==> src/rtl/one_hot_pkg.sv <==
// one_hot_pkg: shared state and control encodings for the one-hot sequencer.
package one_hot_pkg;
   typedef enum logic {IDLE = 1'b0, ACTIVE = 1'b1} seq_state_e;
   typedef enum logic {DIR_UP = 1'b0, DIR_DOWN = 1'b1} dir_e;
   typedef enum logic {MODE_ONEHOT = 1'b0, MODE_THERMO = 1'b1} mode_e;
endpackage

==> src/rtl/one_hot_encoder.sv <==
// one_hot_encoder: gated binary-to-one-hot decode.
module one_hot_encoder #(
   parameter int OUTPUT_WIDTH = 16,
   parameter int INPUT_WIDTH  = $clog2(OUTPUT_WIDTH)
) (
   input  logic [INPUT_WIDTH-1:0]  value_i,
   input  logic                    en_i,
   output logic [OUTPUT_WIDTH-1:0] code_o
);
   always_comb
      for (int k = 0; k < OUTPUT_WIDTH; k++)
         code_o[k] = en_i && (value_i == INPUT_WIDTH'(k));
endmodule

==> src/rtl/one_hot_sequencer.sv <==
// one_hot_sequencer: registered index with load/step/wrap control, presented
// as a gated one-hot or thermometer code with status flags.
module one_hot_sequencer
   import one_hot_pkg::*;
#(
   parameter int OUTPUT_WIDTH = 16,
   parameter int INPUT_WIDTH  = $clog2(OUTPUT_WIDTH)
) (
   input  logic                    clk_i,
   input  logic                    rst_i,
   input  logic                    clear_i,
   input  logic                    load_i,
   input  logic [INPUT_WIDTH-1:0]  value_i,
   input  logic                    step_i,
   input  logic                    dir_i,
   input  logic                    wrap_en_i,
   input  logic                    mode_i,
   input  logic                    en_out_i,
   output logic [OUTPUT_WIDTH-1:0] code_o,
   output logic [INPUT_WIDTH-1:0]  index_o,
   output logic                    valid_o,
   output logic                    wrap_o,
   output logic                    sat_o,
   output logic                    err_o
);
   localparam logic [INPUT_WIDTH-1:0] MAX = INPUT_WIDTH'(OUTPUT_WIDTH - 1);
   seq_state_e                state;
   logic [INPUT_WIDTH-1:0]    index;
   logic                      wrap, sat, err;
   logic                      down, over, at_end, gate;
   logic [INPUT_WIDTH-1:0]    next, wrap_to;
   logic [OUTPUT_WIDTH-1:0]   onehot, thermo;
   assign down    = dir_i == DIR_DOWN;
   assign over    = value_i > MAX;
   assign at_end  = down ? index == '0 : index == MAX;
   assign next    = down ? index - 1'b1 : index + 1'b1;
   assign wrap_to = down ? MAX : '0;
   assign gate    = en_out_i && valid_o;
   always_ff @(posedge clk_i or posedge rst_i)
      if (rst_i) begin
         state <= IDLE;
         index <= '0;
         wrap  <= 1'b0;
         sat   <= 1'b0;
         err   <= 1'b0;
      end else begin
         wrap <= 1'b0;
         err  <= 1'b0;
         if (clear_i) begin
            state <= IDLE;
            index <= '0;
            sat   <= 1'b0;
         end else if (load_i) begin
            state <= ACTIVE;
            index <= over ? MAX : value_i;
            err   <= over;
            sat   <= 1'b0;
         end else if (step_i && state == ACTIVE) begin
            // at an end the step either wraps (pulse) or is blocked (sticky sat)
            index <= at_end ? (wrap_en_i ? wrap_to : index) : next;
            wrap  <= at_end && wrap_en_i;
            sat   <= at_end && !wrap_en_i;
         end
      end
   one_hot_encoder #(.OUTPUT_WIDTH(OUTPUT_WIDTH), .INPUT_WIDTH(INPUT_WIDTH)) u_enc (
      .value_i(index),
      .en_i   (gate),
      .code_o (onehot)
   );
   always_comb
      for (int k = 0; k < OUTPUT_WIDTH; k++)
         thermo[k] = gate && (INPUT_WIDTH'(k) <= index);
   assign code_o  = mode_i == MODE_THERMO ? thermo : onehot;
   assign index_o = index;
   assign valid_o = state == ACTIVE;
   assign wrap_o  = wrap;
   assign sat_o   = sat;
   assign err_o   = err;
endmodule

==> config.mk <==
export PLATFORM = sky130hd
export DESIGN_NAME = one_hot_sequencer
export DESIGN_NICKNAME = d
export VERILOG_FILES = /design/src/rtl/one_hot_pkg.sv /design/src/rtl/one_hot_encoder.sv /design/src/rtl/one_hot_sequencer.sv
export SDC_FILE = /design/constraint.sdc
export NUM_CORES = 1
export LEC_CHECK = 0
export BUFFER_PORTS_ARGS = -buffer_cell sky130_fd_sc_hd__buf_2
export CORE_ASPECT_RATIO = 0.8
export CORE_MARGIN = 2
export CORE_UTILIZATION = 25
export CTS_BUF_LIST = sky130_fd_sc_hd__clkbuf_4 sky130_fd_sc_hd__clkbuf_8 sky130_fd_sc_hd__clkbuf_16
export DETAILED_ROUTE_END_ITERATION = 12
export SLEW_MARGIN = 40
export SYNTH_ARGS = -nofsm -noshare
export SYNTH_HDL_FRONTEND = slang
export SYNTH_SLANG_ARGS = --single-unit
==> constraint.sdc <==
create_clock -name clk_i -period 4.65 [get_ports clk_i]
set_input_delay 0.93 -clock clk_i [delete_from_list [all_inputs] [get_ports clk_i]]
set_output_delay 0.93 -clock clk_i [all_outputs]
set_load 0.005 [all_outputs]
==> impl_metrics.toml, run 1 <==
[setup_path]
critPathMaxFanout = 12
worstReg2RegEnd = "index_o[0]$_DFFE_PP0P_"
reg2reg_from = "index_o[1]$_DFFE_PP0P_"
r2r_slack_ns = 2.43
crit_required_ns = 3.72
endpoint_kind = "output port"
worstSetupStartpointType = "flip-flop"
worstPathArrival_ns = 1.71
crit_type = "flip-flop to output port"
r2r.worst_path.cells = 6

[clock_network]
postCtsSetupBuffers = 0
path_clk_slew_ns = 0.04
ctsRootBufferMaster = "clkbuf_8"
cts.sinks = 7
cts_hold_buf = 0
clk_latency_ns = 0.22
cts-resized-gates = 0
cts_tree = "yes"
cts_buffers = 3
ctsHtreeMaxLevel = 1
cts_buffer_depth = 2

[detailed_routing]
ant_nets = 0
top_layer = "met3"
met1_length_um = 1112
vias = 929
drt-total-wl_um = 2304
wl_met2_um = 1006
drc = 0
wl_per_cell_um = 12.32
dr.pass1.iters = 4
drt_iter0_markers = 34
vias_per_cell = 4.968
route.met3.wl_um = 186

[cells_and_area]
fill_cells = 346
seqCellArea_um2 = 175.2
multi_input_area_um2 = 555.5
areaGrowthSynthToFinish_pct = 30.56
antenna_cells = 0
final_nets = 166
drive_above_1_share_pct = 27.21

[die]
placement_rows = 18
coreArea_um2 = 3063
floorplan.initialDensity_pct = 26.06
ioPinCount = 37
dieHeight_um = 54.54
dieArea_um2 = 3664
die_width_um = 67.18

[global_routing]
grt_use_total_pct = 13.80
overflow = 0
antenna_found_initial = 0
grt_pass1_wl_um = 3843
grt_max_degree = 20
grt_pass1_vias = 878

[placement]
gp_congestion = 0.7785
io_buffers = 35
post-dp-hpwl_um = 1836

[timing]
finalMaxSlewViolations = 0
period_minus_slack_ns = 2.639
finalSetupTns_ns = 0
setup_viol = 0
relSlewSlack_pct = 61.88
grt_setup_unrepaired = "no"
post-route-period-util_pct = 56.74
clock_skew_ns = 0.0004982
hold_viol = 0
clock.fmax_mhz = 379.0
worst_pin_slew_ns = 0.5717

[min_path]
min_from = "sat_o$_DFFE_PP0P_"
holdCritPathClass = "flip-flop to flip-flop"
holdPathStages = 2
hold-path-endpoint = "sat_o$_DFFE_PP0P_"

[run_status]
status = "finished clean"

[logic_synthesis]
yosysUniqueCellTypes = 32
syn_nets = 132
netlist_area_um2 = 798.3
syn_avg_cell_area_um2 = 7.002
synth_area_leader_cell = "dfrtp_1"
yosys-top-cells-area = "dfrtp_1, a21oi_1, ha_1, nor2_1, nand2_1"
yosys_register_bits = 7
yosys.area.top_type_share_pct = 21.94
yosysSeqAreaShare_pct = 21.94
netlist_instances = 114
yosys_warnings = 0

[pwr]
pwr_density_cell_nw_per_um2 = 217.1
p_leak_nw = 0.5051
switchingPower_w = 0.00007105
power_frac_seq_pct = 33.7
peakVddDrop_v = 0.0001156
pwr-share-comb_pct = 26.6
p_int_w = 0.0001552
clockPowerShare_pct = 39.7
p_sw_share_pct = 31.41
power_w = 0.0002262

[flow_run]
maxCapViolCount = 0
[cells in the mapped netlist (all sizes together)]
cell	count
o21ai	6
inv	10
nand3b	1
nor2	14
nand2b	4
o311ai	1
o31ai	2
nand2	12
o31a	2
buf	2
a22oi	1
or4	1
a21oi	17
mux2i	3
nor3	2
nand3	2
ha	5
nand4	3
nand4b	1
a2bb2oi	1
or4b	1
a311oi	2
clkbuf	4
or3	1
dfrtp	7
o311a	2
conb	1
o211ai	1
nor4	1
nor2b	3
nand4bb	1
[worst max path at each step]
stage,start,to,slack (ns),cells past startpoint
final,index_o[1]$_DFFE_PP0P_,code_o[1],2.01,6
after global routing,index_o[1]$_DFFE_PP0P_,code_o[1],1.84,6
after CTS,index_o[1]$_DFFE_PP0P_,code_o[1],1.99,6
after detailed placement,mode_i,code_o[5],2.06,6
after global placement,mode_i,code_o[5],2.08,6
after floorplan,mode_i,code_o[3],2.26,3
[worst max-delay path: stages (launching register included)]
cell and delay [ns]:
dfrtp_1 0.52, inv_1 0.18, ha_1 0.33, nand2_1 0.08, a22oi_1 0.16, nor2_1 0.07, buf_2 0.14
[routing by layer]
layer	global-route usage (%)	vias up
met5	0	-
met4	2.041	0
met3	4.115	0
met2	22.11	33
met1	18.74	423
li1	-	473
[flip-flops by register name, indices dropped and copies added (netlist names)]
register  cells
sat_o         1
wrap_o        1
valid_o       1
index_o       4
[kinds of logic (layout without fill, tap and decap cells)]
group,count (synthesis),count (layout),synth area share (%)
flops,7,7,21.94
buf+inv,16,49,8.463
mux,3,3,3.762
other cells,1,1,0.4698
simple gates,47,47,29.78
compound gates,35,35,27.75
fa+ha+maj,5,5,7.837
[cell type report]
cell class	instances	area share [%]
Timing Repair Buffer	35	16.81
Clock buffer	4	4.682
Multi-Input combinational cell	91	53.30
Inverter	10	3.601
Tap cell	40	4.802
Sequential cell	7	16.81
[layout by cell type, fill, tap and decap left out, types with 2 or more instances in the layout]
master / n
a21oi_1: 16
a311oi_1: 2
buf_2: 35
clkbuf_8: 3
dfrtp_1: 7
ha_1: 5
inv_1: 10
mux2i_1: 3
nand2_1: 12
nand2b_1: 4
nand3_1: 2
nand4_1: 3
nor2_1: 14
nor2b_1: 3
nor3_1: 2
o21ai_0: 6
o311a_1: 2
o31a_1: 2
o31ai_1: 2
[through the flow]
| step | utilization, % | hold slack, ns | area, um2 | setup slack (ns) | cells |
|---|---|---|---|---|---|
| 3_5_place_dp | 32.43 | 0.6114 | 993.5 | 2.062 | 183 |
| 2_1_floorplan | - | 0.5658 | 798.3 | 2.261 | 114 |
| 6_report | 34.03 | 0.6100 | 1042 | 2.011 | 187 |
| 4_1_cts | 34.03 | 0.6212 | 1042 | 1.989 | 187 |
| 5_1_grt | 34.03 | 0.6557 | 1042 | 1.836 | 187 |
| 3_3_place_gp | 32.43 | 0.5851 | 993.5 | 2.076 | 183 |
[power groups by stage]
stage	clock [W]	combinational, W	sequential, W
after CTS	0.0000936	0.0000606	0.0000762
after detailed placement	0	0.0000601	0.0000770
after floorplan	0	0.0000447	0.0000709
after global routing	0.0000969	0.0000691	0.0000775
final	0.0000899	0.0000602	0.0000762
after global placement	0	0.0000588	0.0000768
No activity file was read; power rests on OpenSTA's default activity.
==> inputs of run 2 (changes only) <==
- clock period: 4.65 -> 2.24 ns (I/O delays scaled with it)
==> run 2 against run 1 <==
Effect of this change: cell count rose by 1.1%; via count is 7.2% higher; non-clock buffer count up 2; highest routed layer is now met4; critical path depth up 1; count of clock-buffer cells in the layout stayed put; largest power group unchanged.
==> impl_metrics.toml, run 2 (synthesis results as in run 1) <==
[detailed_routing]
ant_nets = 0
wl_per_cell_um = 14.05
vias = 996
vias_per_cell = 5.270
drt-total-wl_um = 2655
dr.pass1.iters = 4
drt_iter0_markers = 70
drc = 0

[setup_path]
worstSetupStartpointType = "flip-flop"
r2r.worst_path.cells = 6
crit_type = "flip-flop to output port"
r2r_slack_ns = 0.25
critPathMaxFanout = 12
reg2reg_from = "index_o[1]$_DFFE_PP0P_"
endpoint_kind = "output port"
cp-endpoint = "code_o[1]"
worstReg2RegEnd = "index_o[0]$_DFFE_PP0P_"
crit_required_ns = 1.79
worstPathArrival_ns = 1.65
cp-startpoint = "index_o[1]$_DFFE_PP0P_"

[pwr]
p_int_w = 0.0003273
power_frac_seq_pct = 32.0
switchingPower_w = 0.0001656
peakVddDrop_v = 0.0001756
clockPowerShare_pct = 40.3
p_sw_share_pct = 33.59
pwr-share-comb_pct = 27.7
p_leak_nw = 0.5118
pwr_density_cell_nw_per_um2 = 465.0

[clock_network]
cts.sinks = 7
clk_latency_ns = 0.24
cts_tree = "yes"
ctsRootBufferMaster = "clkbuf_8"
cts_hold_buf = 0
cts_buffers = 3
cts_buffer_depth = 2
path_clk_slew_ns = 0.05
ctsHtreeMaxLevel = 1

[placement]
gp_congestion = 0.8819
dp_slack_ns = 0.1875
post-dp-hpwl_um = 1984
placed_cells = 185
postPlaceCellArea_um2 = 1008
io_buffers = 35

[global_routing]
grt_pass1_wl_um = 4367
grt_use_total_pct = 15.78
antenna_found_initial = 0
grt_pass1_vias = 915
grt_max_degree = 17
overflow = 0

[run_status]
status = "finished clean"

[timing]
finalMaxSlewViolations = 0
clock_skew_ns = 0.007834
clock.fmax_mhz = 475.8
hold_viol = 0
setup_viol = 0
finalSetupTns_ns = 0
period_minus_slack_ns = 2.102
post-route-period-util_pct = 93.83
setup_ws_ns = 0.1382
grt_setup_unrepaired = "no"

[die]
die_width_um = 67.18
coreArea_um2 = 3063
dieArea_um2 = 3664
placement_rows = 18
ioPinCount = 37
dieHeight_um = 54.54
floorplan.initialDensity_pct = 26.06

[cells_and_area]
final_common_cell = "buf_2"
largest_reg_flops = 4
fin_cells = 189
areaGrowthSynthToFinish_pct = 32.76
drive_above_1_share_pct = 30.20
antenna_cells = 0
seqCellArea_um2 = 177.7
layout_common_cells = "buf_2, a21oi_1, nor2_1, nand2_1, inv_1"
final_nets = 168
final_cell_area_um2 = 1060
fill_cells = 339
multi_input_area_um2 = 555.5

[flow_run]
maxCapViolCount = 0

[min_path]
holdCritPathClass = "input port to asynchronous set/reset pin"
-- run 2: layout make-up --
class	count	share of cell area [%]
Inverter	10	3.542
Clock buffer	4	4.604
Timing Repair Buffer	37	17.95
Sequential cell	7	16.76
Tap cell	40	4.723
Multi-Input combinational cell	91	52.42
-- run 2: how the worst min path moves through the flow --
stage                      from                     end  slack, ns  cells after the start
after floorplan           rst_i  index_o[0]$_DFFE_PP0P_       0.25                      1
after global placement    rst_i        wrap_o$_DFF_PP0_       0.39                      2
after detailed placement  rst_i  index_o[2]$_DFFE_PP0P_       0.40                      2
after CTS                 rst_i  index_o[0]$_DFFE_PP0P_       0.15                      2
after global routing      rst_i  index_o[3]$_DFFE_PP0P_       0.18                      2
final                     rst_i  index_o[3]$_DFFE_PP0P_       0.14                      2
-- run 2: routing by layer --
metal / vias up / wire (um) / global-route usage (%)
li1: 478 / - / -
met1: 467 / 1235 / 21.40
met2: 46 / 1141 / 24.75
met3: 5 / 257 / 4.733
met4: 0 / 21 / 3.401
met5: - / 0 / 0
-- run 2: critical path, stage by stage, from the launching register on --
cell and delay, ns:
dfrtp_2 0.49, inv_1 0.16, ha_1 0.19, buf_4 0.16, nand2_1 0.06, a22oi_1 0.14
nor2_1 0.07, buf_2 0.14
-- run 2: power groups by stage --
stage | sequential, W | combinational [W] | clock, W
3_5_place_dp | 0.000158 | 0.000134 | 0
3_3_place_gp | 0.000156 | 0.000133 | 0
4_1_cts | 0.000156 | 0.000135 | 0.000200
5_1_grt | 0.000159 | 0.000155 | 0.000205
2_1_floorplan | 0.000147 | 0.0000927 | 0
6_report | 0.000158 | 0.000137 | 0.000199
-- run 2: stage by stage --
| step | util, % | hold slack, ns | total power (W) |
|---|---|---|---|
| 6_report | 34.60 | 0.1450 | 0.0004928 |
| 5_1_grt | 34.60 | 0.1802 | 0.0005191 |
| 4_1_cts | 34.52 | 0.1539 | 0.0004910 |
| 3_5_place_dp | 32.92 | 0.4038 | 0.0002920 |
| 3_3_place_gp | 32.92 | 0.3911 | 0.0002894 |
| 2_1_floorplan | - | 0.2514 | 0.0002400 |
-- run 2: timing repair --
action / in CTS / in global routing
buffers inserted: 0 / 0
resized for setup: 0 / 3
endpoints found under the setup margin: 0 / 5
